==> src/rtl/dmem_responder_if.sv <==
// Per-consumer LSU read/write valid/ready bundle between the LSUs and dmem_responder.
// The LSU side drives the master modport; the responder takes the slave modport.
interface dmem_responder_if #(
    parameter int unsigned NUM_CONSUMERS = 4,
    parameter int unsigned ADDR_BITS     = 8,
    parameter int unsigned DATA_BITS     = 8
);
    logic [NUM_CONSUMERS-1:0]           consumer_read_valid;
    logic [NUM_CONSUMERS*ADDR_BITS-1:0] consumer_read_address;
    logic [NUM_CONSUMERS-1:0]           consumer_read_ready;
    logic [NUM_CONSUMERS*DATA_BITS-1:0] consumer_read_data;
    logic [NUM_CONSUMERS-1:0]           consumer_write_valid;
    logic [NUM_CONSUMERS*ADDR_BITS-1:0] consumer_write_address;
    logic [NUM_CONSUMERS*DATA_BITS-1:0] consumer_write_data;
    logic [NUM_CONSUMERS-1:0]           consumer_write_ready;

    modport master (
        output consumer_read_valid, consumer_read_address,
        output consumer_write_valid, consumer_write_address, consumer_write_data,
        input  consumer_read_ready, consumer_read_data, consumer_write_ready
    );

    modport slave (
        input  consumer_read_valid, consumer_read_address,
        input  consumer_write_valid, consumer_write_address, consumer_write_data,
        output consumer_read_ready, consumer_read_data, consumer_write_ready
    );
endinterface

==> src/rtl/dmem_responder.sv <==
// Data-memory responder: round-robin arbitration over LSU ports onto one single-port
// byte array, with a fixed access latency and a one-cycle ready pulse per transaction.
module dmem_responder #(
    parameter int unsigned NUM_CONSUMERS = 4,
    parameter int unsigned ADDR_BITS     = 8,
    parameter int unsigned DATA_BITS     = 8,
    parameter int unsigned LATENCY       = 2
) (
    input  logic            clk,
    input  logic            reset,
    dmem_responder_if.slave bus,
    output logic            busy
);
    localparam int unsigned IdxW  = (NUM_CONSUMERS > 1) ? $clog2(NUM_CONSUMERS) : 1;
    localparam int unsigned CntW  = (LATENCY > 1) ? $clog2(LATENCY) : 1;
    localparam int unsigned Depth = 2 ** ADDR_BITS;

    typedef enum logic [1:0] {StIdle, StAccess, StRespond} state_e;

    state_e                             state_q, state_d;
    logic [CntW-1:0]                    cnt_q, cnt_d;
    logic [IdxW-1:0]                    rr_q, rr_d;
    logic [IdxW-1:0]                    grant_q, grant_d;
    logic [IdxW-1:0]                    pick;
    logic                               found;
    logic                               is_read_q, is_read_d;
    logic [ADDR_BITS-1:0]               addr_q, addr_d;
    logic [DATA_BITS-1:0]               wdata_q, wdata_d;
    logic [NUM_CONSUMERS-1:0]           read_ready_q, read_ready_d;
    logic [NUM_CONSUMERS-1:0]           write_ready_q, write_ready_d;
    logic [NUM_CONSUMERS*DATA_BITS-1:0] read_data_q, read_data_d;
    logic                               mem_we;
    logic [DATA_BITS-1:0]               mem [Depth];

    function automatic logic [IdxW-1:0] wrap_idx(logic [IdxW-1:0] base, int unsigned off);
        return IdxW'((32'(base) + off) % NUM_CONSUMERS);
    endfunction

    // Search starts just past the last grant, so the previous winner goes last.
    always_comb begin
        found = 1'b0;
        pick  = rr_q;
        for (int unsigned k = 1; k <= NUM_CONSUMERS; k++) begin
            if (!found && (bus.consumer_read_valid[wrap_idx(rr_q, k)] ||
                           bus.consumer_write_valid[wrap_idx(rr_q, k)])) begin
                found = 1'b1;
                pick  = wrap_idx(rr_q, k);
            end
        end
    end

    always_comb begin
        state_d       = state_q;
        cnt_d         = cnt_q;
        rr_d          = rr_q;
        grant_d       = grant_q;
        is_read_d     = is_read_q;
        addr_d        = addr_q;
        wdata_d       = wdata_q;
        read_ready_d  = '0;
        write_ready_d = '0;
        read_data_d   = read_data_q;
        mem_we        = 1'b0;
        unique case (state_q)
            StIdle: begin
                if (found) begin
                    grant_d   = pick;
                    rr_d      = pick;
                    // A consumer with both ops pending gets its read first.
                    is_read_d = bus.consumer_read_valid[pick];
                    addr_d    = bus.consumer_read_valid[pick]
                              ? bus.consumer_read_address[pick*ADDR_BITS +: ADDR_BITS]
                              : bus.consumer_write_address[pick*ADDR_BITS +: ADDR_BITS];
                    wdata_d   = bus.consumer_write_data[pick*DATA_BITS +: DATA_BITS];
                    cnt_d     = CntW'(LATENCY - 1);
                    state_d   = StAccess;
                end
            end
            StAccess: begin
                if (cnt_q != '0) begin
                    cnt_d = cnt_q - CntW'(1);
                end else begin
                    if (is_read_q) begin
                        read_data_d[grant_q*DATA_BITS +: DATA_BITS] = mem[addr_q];
                        read_ready_d[grant_q] = 1'b1;
                    end else begin
                        mem_we = 1'b1;
                        write_ready_d[grant_q] = 1'b1;
                    end
                    state_d = StRespond;
                end
            end
            StRespond: state_d = StIdle;
            default:   state_d = StIdle;
        endcase
    end

    always_ff @(posedge clk or negedge reset) begin
        if (!reset) begin
            state_q       <= StIdle;
            cnt_q         <= '0;
            rr_q          <= IdxW'(NUM_CONSUMERS - 1);
            grant_q       <= '0;
            is_read_q     <= 1'b0;
            addr_q        <= '0;
            wdata_q       <= '0;
            read_ready_q  <= '0;
            write_ready_q <= '0;
            read_data_q   <= '0;
        end else begin
            state_q       <= state_d;
            cnt_q         <= cnt_d;
            rr_q          <= rr_d;
            grant_q       <= grant_d;
            is_read_q     <= is_read_d;
            addr_q        <= addr_d;
            wdata_q       <= wdata_d;
            read_ready_q  <= read_ready_d;
            write_ready_q <= write_ready_d;
            read_data_q   <= read_data_d;
        end
    end

    // Array contents survive reset; only committed writes change them.
    always_ff @(posedge clk) begin
        if (mem_we) begin
            mem[addr_q] <= wdata_q;
        end
    end

    assign bus.consumer_read_ready  = read_ready_q;
    assign bus.consumer_write_ready = write_ready_q;
    assign bus.consumer_read_data   = read_data_q;
    assign busy                     = (state_q != StIdle);
endmodule
==> src/flat_wrapper.sv <==
// flat-port wrapper written by rule: the top's interface ports become plain ports
module dmem_responder_flat 
#(
    parameter int unsigned NUM_CONSUMERS = 4,
    parameter int unsigned ADDR_BITS     = 8,
    parameter int unsigned DATA_BITS     = 8,
    parameter int unsigned LATENCY       = 2
)
  (clk, reset, busy, bus_consumer_read_valid, bus_consumer_read_address, bus_consumer_write_valid, bus_consumer_write_address, bus_consumer_write_data, bus_consumer_read_ready, bus_consumer_read_data, bus_consumer_write_ready);
  dmem_responder_if #(.NUM_CONSUMERS(NUM_CONSUMERS), .ADDR_BITS(ADDR_BITS), .DATA_BITS(DATA_BITS)) bus_i ();
  input  logic clk;
  input  logic reset;
  output logic busy;
  input wire logic [$bits(bus_i.consumer_read_valid)-1:0] bus_consumer_read_valid;
  input wire logic [$bits(bus_i.consumer_read_address)-1:0] bus_consumer_read_address;
  input wire logic [$bits(bus_i.consumer_write_valid)-1:0] bus_consumer_write_valid;
  input wire logic [$bits(bus_i.consumer_write_address)-1:0] bus_consumer_write_address;
  input wire logic [$bits(bus_i.consumer_write_data)-1:0] bus_consumer_write_data;
  output wire logic [$bits(bus_i.consumer_read_ready)-1:0] bus_consumer_read_ready;
  output wire logic [$bits(bus_i.consumer_read_data)-1:0] bus_consumer_read_data;
  output wire logic [$bits(bus_i.consumer_write_ready)-1:0] bus_consumer_write_ready;
  assign bus_i.consumer_read_valid = bus_consumer_read_valid;
  assign bus_i.consumer_read_address = bus_consumer_read_address;
  assign bus_i.consumer_write_valid = bus_consumer_write_valid;
  assign bus_i.consumer_write_address = bus_consumer_write_address;
  assign bus_i.consumer_write_data = bus_consumer_write_data;
  assign bus_consumer_read_ready = bus_i.consumer_read_ready;
  assign bus_consumer_read_data = bus_i.consumer_read_data;
  assign bus_consumer_write_ready = bus_i.consumer_write_ready;
  dmem_responder #(.NUM_CONSUMERS(NUM_CONSUMERS), .ADDR_BITS(ADDR_BITS), .DATA_BITS(DATA_BITS), .LATENCY(LATENCY)) u_core (.clk(clk), .reset(reset), .bus(bus_i), .busy(busy));
endmodule
==> config.mk <==
export PLATFORM = sky130hd
export DESIGN_NAME = dmem_responder_flat
export DESIGN_NICKNAME = d
export VERILOG_FILES = /design/src/rtl/dmem_responder_if.sv /design/src/rtl/dmem_responder.sv /design/src/flat_wrapper.sv
export SDC_FILE = /design/constraint.sdc
export NUM_CORES = 2
export LEC_CHECK = 0
export CORE_ASPECT_RATIO = 0.75
export CORE_UTILIZATION = 40
export DETAILED_ROUTE_END_ITERATION = 8
export SLEW_MARGIN = 40
export SYNTH_ARGS = -nofsm -noshare
export SYNTH_HDL_FRONTEND = slang
export SYNTH_SLANG_ARGS = --single-unit
==> constraint.sdc <==
create_clock -name clk -period 8.6 [get_ports clk]
set_input_delay 1.72 -clock clk [delete_from_list [all_inputs] [get_ports clk]]
set_output_delay 1.72 -clock clk [all_outputs]
set_load 0.01 [all_outputs]
==> metrics.md <==
| Metric | Value |
|---|---|
| Status | complete, no violations |
| CP required | 9.32 ns |
| Multi-input logic area | 19400 um^2 |
| Slowest-stage cell, CP | a22oi_1 |
| Syn-to-layout area delta | 14.2% |
| CTS tree | done |
| Fraction of layout instances using a drive strength above 1 | 0.250 |
| Combinational Power Share | 0.332 |
| Synth Area in XOR/XNOR | 0 |
| TritonCTS buffer count | about 200 |
| VDD IR max | between 0.0002 and 0.0003 V |
| Max Clk Rate | just under 200 MHz |
| Total number of vias | between 40000 and 50000 |
| Period utilisation layout | 0.585 |
| Total power | about 33000 uW |
| P_int | around 21000 uW |
| Rel. slew slack | 0.319 |
| Die Wd | between 500 and 600 um |
| Root Buffer | clkbuf_16 |
| RSZ-0062 raised after global routing | false |
| Setup Fix Bufs, Post-CTS | 0 |
| Library cells used by synthesis | 76 |
| H-tree depth | 4 |
| Clock group share of total power | 0.256 |
| Routed wire length | ~250000 um |
| Worst Path Arrival | 5.74 ns |
| Seq pwr share | 0.412 |
| Fillcell total | ~17000 |
| Clk_lat worst skew | approximately 0.87 ns |
| Leakage power | a little under 0.03 uW |
| Simple-Gate Fraction of Synth Area | 0.0381 |
| Final Hold Viols | 0 |
| HP Class | flip-flop to flip-flop |
| Initial Utilization | 0.403 |
| Synth Area in Compound Gates | 0.0366 |
| Post-synthesis mux area share | 0.148 |
| Core Region | 206000 um^2 |
| Die area | 209000 um^2 |
| CTS max path bufs | 4 |
| Clk slew on worst S/H paths | roughly 0.06 ns |
| Worst path depth | 9 |
| Worst-Margin Slew | 1.02 ns |
| Switching Fraction | 0.360 |
| Period minus WS final | 5.03 ns |
| Mapped cell area | 83000 um^2 |
| Synth Register Bits | between 2000 and 2500 |
| Num ports | roughly 150 |
| Critical path capture point type | flip-flop |
| Initial antenna violation count | 8 |
| GRT Util Overall | 0.240 |
| Sequential Area | about 63000 um^2 |
| Syn Nets | approximately 4300 |
| Top delay family on crit path | compound AO/OA/AOI/OAI gates |
| Largest family of logic cells by synthesized area | multiplexers |
| Reg2Reg Setup Slack | ~3.6 ns |
| WS Path Type | flip-flop to flip-flop |
| Mean post-synth cell area | 19.8 um^2 |
| Final setup viols | 0 |
| Starting DRT DRC Count | between 6000 and 7000 |
| HPWL after detailed placement | 165000 um |
| DR vias/cell | 6.14 |
| Share of the yosys chip area belonging to registers | 0.761 |
| Gates resized, CTS repair | 0 |
| Critical Path End | u_core.bus.consumer_read_data[3] |
| Die Height | around 400 um |
| Hold_buf cts | 0 |
| Synth warnings | 0 |
| Startpoint types | flip-flop |
| DRC Markers | 0 |
| Switch Pwr | between 10000 and 15000 uW |
| Pwr per Cell Area | approximately 350 nW/um^2 |
| R2R cell count | 9 |
| R2R Path End | u_core.bus.consumer_read_data[3] |
| Bufs and invs on worst path | 2 |
| Vias in the first global route | about 43000 |
| Remaining Overflow, GRT | 0 |
| Max_cap viols | 0 |
| Top_reg_cell synth | edfxtp_1 |
| Clock Skew | between 0.07 and 0.08 ns |
| Drt pass-1 iters | 6 |
| CTS sink cnt | ~2100 |
| Crit path largest cell delay | around 0.75 ns |
| Max Slew Vio Count | 0 |
| Critical Path Start | u_core.addr_q[0] |
| RR Startpoint | u_core.addr_q[0] |
| Post-synth EDFFs | ~2000 |
| First-pass GRT wire length | between 300000 and 400000 um |
| Adder-cell share of the synthesized area | 0.000754 |
| Setup_tns | 0 ns |
| FP Rows | between 100 and 150 |
| Synth Instances | 4183 |
| # nets final | around 4500 |
| Wire per inst | 34.7 um |
| Final ANT Viol Nets | 0 |
| Largest net degree at the start of global routing | about 200 |
| Asr flop ratio synth | 0.0303 |
| Gpl congestion | between 0.9 and 1 |
| Final Util | 0.460 |
| Max Fanout on Critical Path | 42 |
| Crit-path cells | buf_4 -> buf_6 -> mux4_2 -> mux2_2 -> a22oi_1 -> nand3_1 -> a221oi_1 -> a21o_1 -> o21ai_1 |
| Port Buffers | between 100 and 150 |
## cells in the final DEF (no fill, tap or decap), drive strengths merged, types with 19 or more instances in the layout
master / instances
edfxtp: 2048
mux4: 430
nor2: 321
clkbuf: 248
mux2i: 230
a22oi: 159
clkdlybuf4s50: 145
nand2: 141
buf: 126
clkinv: 81
nand3: 63
dfrtp: 62
o21ai: 62
a21oi: 42
nand4: 27
mux2: 26
a31oi: 24
nor2b: 23
a221oi: 22
o211ai: 20
nor3: 20
a211oi: 19
## stage by stage
stage,hold slack (ns),setup WS [ns],cells,instance area [um^2]
global placement,0.477,3.48,6960,87800
global route,0.516,3.46,7318,94700
floorplan,0.455,4.62,4183,83000
detailed placement,0.487,3.74,6968,88400
CTS,0.500,3.75,7308,94300
finish,0.495,3.57,7320,94700
## synthesized netlist by cell type (18+ instances only)
library cell / count / share of area
a21oi_1: 42 / 0.0025
buf_4: 22 / 0.0020
o21ai_1: 32 / 0.0019
dfrtp_1: 62 / 0.019
nor2b_1: 23 / 0.0017
clkbuf_1: 102 / 0.0046
a31oi_1: 24 / 0.0018
a22oi_1: 159 / 0.014
mux2_2: 25 / 0.0034
buf_2: 95 / 0.0057
edfxtp_1: 2048 / 0.74
nand4_1: 27 / 0.0020
mux2i_1: 230 / 0.028
a221oi_1: 21 / 0.0022
nand3_1: 63 / 0.0038
a22o_1: 18 / 0.0019
a211oi_1: 19 / 0.0017
mux4_2: 430 / 0.12
nor3_1: 19 / 0.0011
o211ai_1: 20 / 0.0018
nor2_1: 320 / 0.014
nand2_1: 141 / 0.0064
o21ai_0: 30 / 0.0018
## state kept, by name, summed over array words and instances (netlist names), 2 cells and up
signal / flops
u_core.rr_q: 2
u_core.wdata_q: 8
u_core.bus.consumer_read_ready: 4
u_core.mem: 2048
u_core.state_q: 2
u_core.grant_q: 2
u_core.bus.consumer_read_data: 32
u_core.bus.consumer_write_ready: 4
u_core.addr_q: 8
## worst min path at each step
stage / start / endpoint / slack, ns / cells past startpoint
2_1_floorplan: u_core.cnt_q / u_core.state_q[1] / 0.45 / 1
3_3_place_gp: u_core.state_q[1] / u_core.state_q[0] / 0.48 / 1
3_5_place_dp: u_core.bus.consumer_read_data[2] / u_core.bus.consumer_read_data[2] / 0.49 / 2
4_1_cts: u_core.bus.consumer_read_data[2] / u_core.bus.consumer_read_data[2] / 0.50 / 2
5_1_grt: u_core.bus.consumer_read_data[26] / u_core.bus.consumer_read_data[26] / 0.52 / 2
6_report: u_core.bus.consumer_read_data[2] / u_core.bus.consumer_read_data[2] / 0.49 / 2
## layer usage
layer / part of all wire / wire length, um / vias to the layer above / global-route usage
met5: 0.0010 / 265 / - / 0.00736
met4: 0.028 / 7110 / 8 / 0.0632
met3: 0.14 / 36700 / 424 / 0.0966
met2: 0.41 / 105000 / 2851 / 0.325
met1: 0.41 / 105000 / 23958 / 0.356
li1: - / - / 17712 / -
## final cells by class
| cell class | instances | area share |
|---|---|---|
| multi-input combinational | 1807 | 0.205 |
| sequential | 2112 | 0.667 |
| inverter | 12 | 0.000489 |
| clock buffer | 246 | 0.0550 |
| timing repair buffer | 273 | 0.0283 |
| antenna | 2 | 0.0000528 |
| clock inverter | 94 | 0.00773 |
| tap | 2774 | 0.0366 |
## logic make-up after synthesis
kind of cell,after synthesis
compound gates,430
fa+ha+maj,5
buf+inv,264
flops,2112
mux,686
simple gates,686
## tightest hold or removal path, cell delays in order (launching register included)
cell     delay (ns)
dfrtp_1        0.35
nand2_1        0.05
o21ai_1        0.06
## power groups by stage
stage | logic (uW) | registers [uW] | clock network, uW
final | 10900 | 13500 | 8380
after global routing | 11200 | 13500 | 8800
after CTS | 10400 | 13600 | 8420
after detailed placement | 10400 | 13800 | 0
after global placement | 10100 | 13800 | 0
after floorplan | 5270 | 14300 | 0
(Power assumes the default switching activity.)
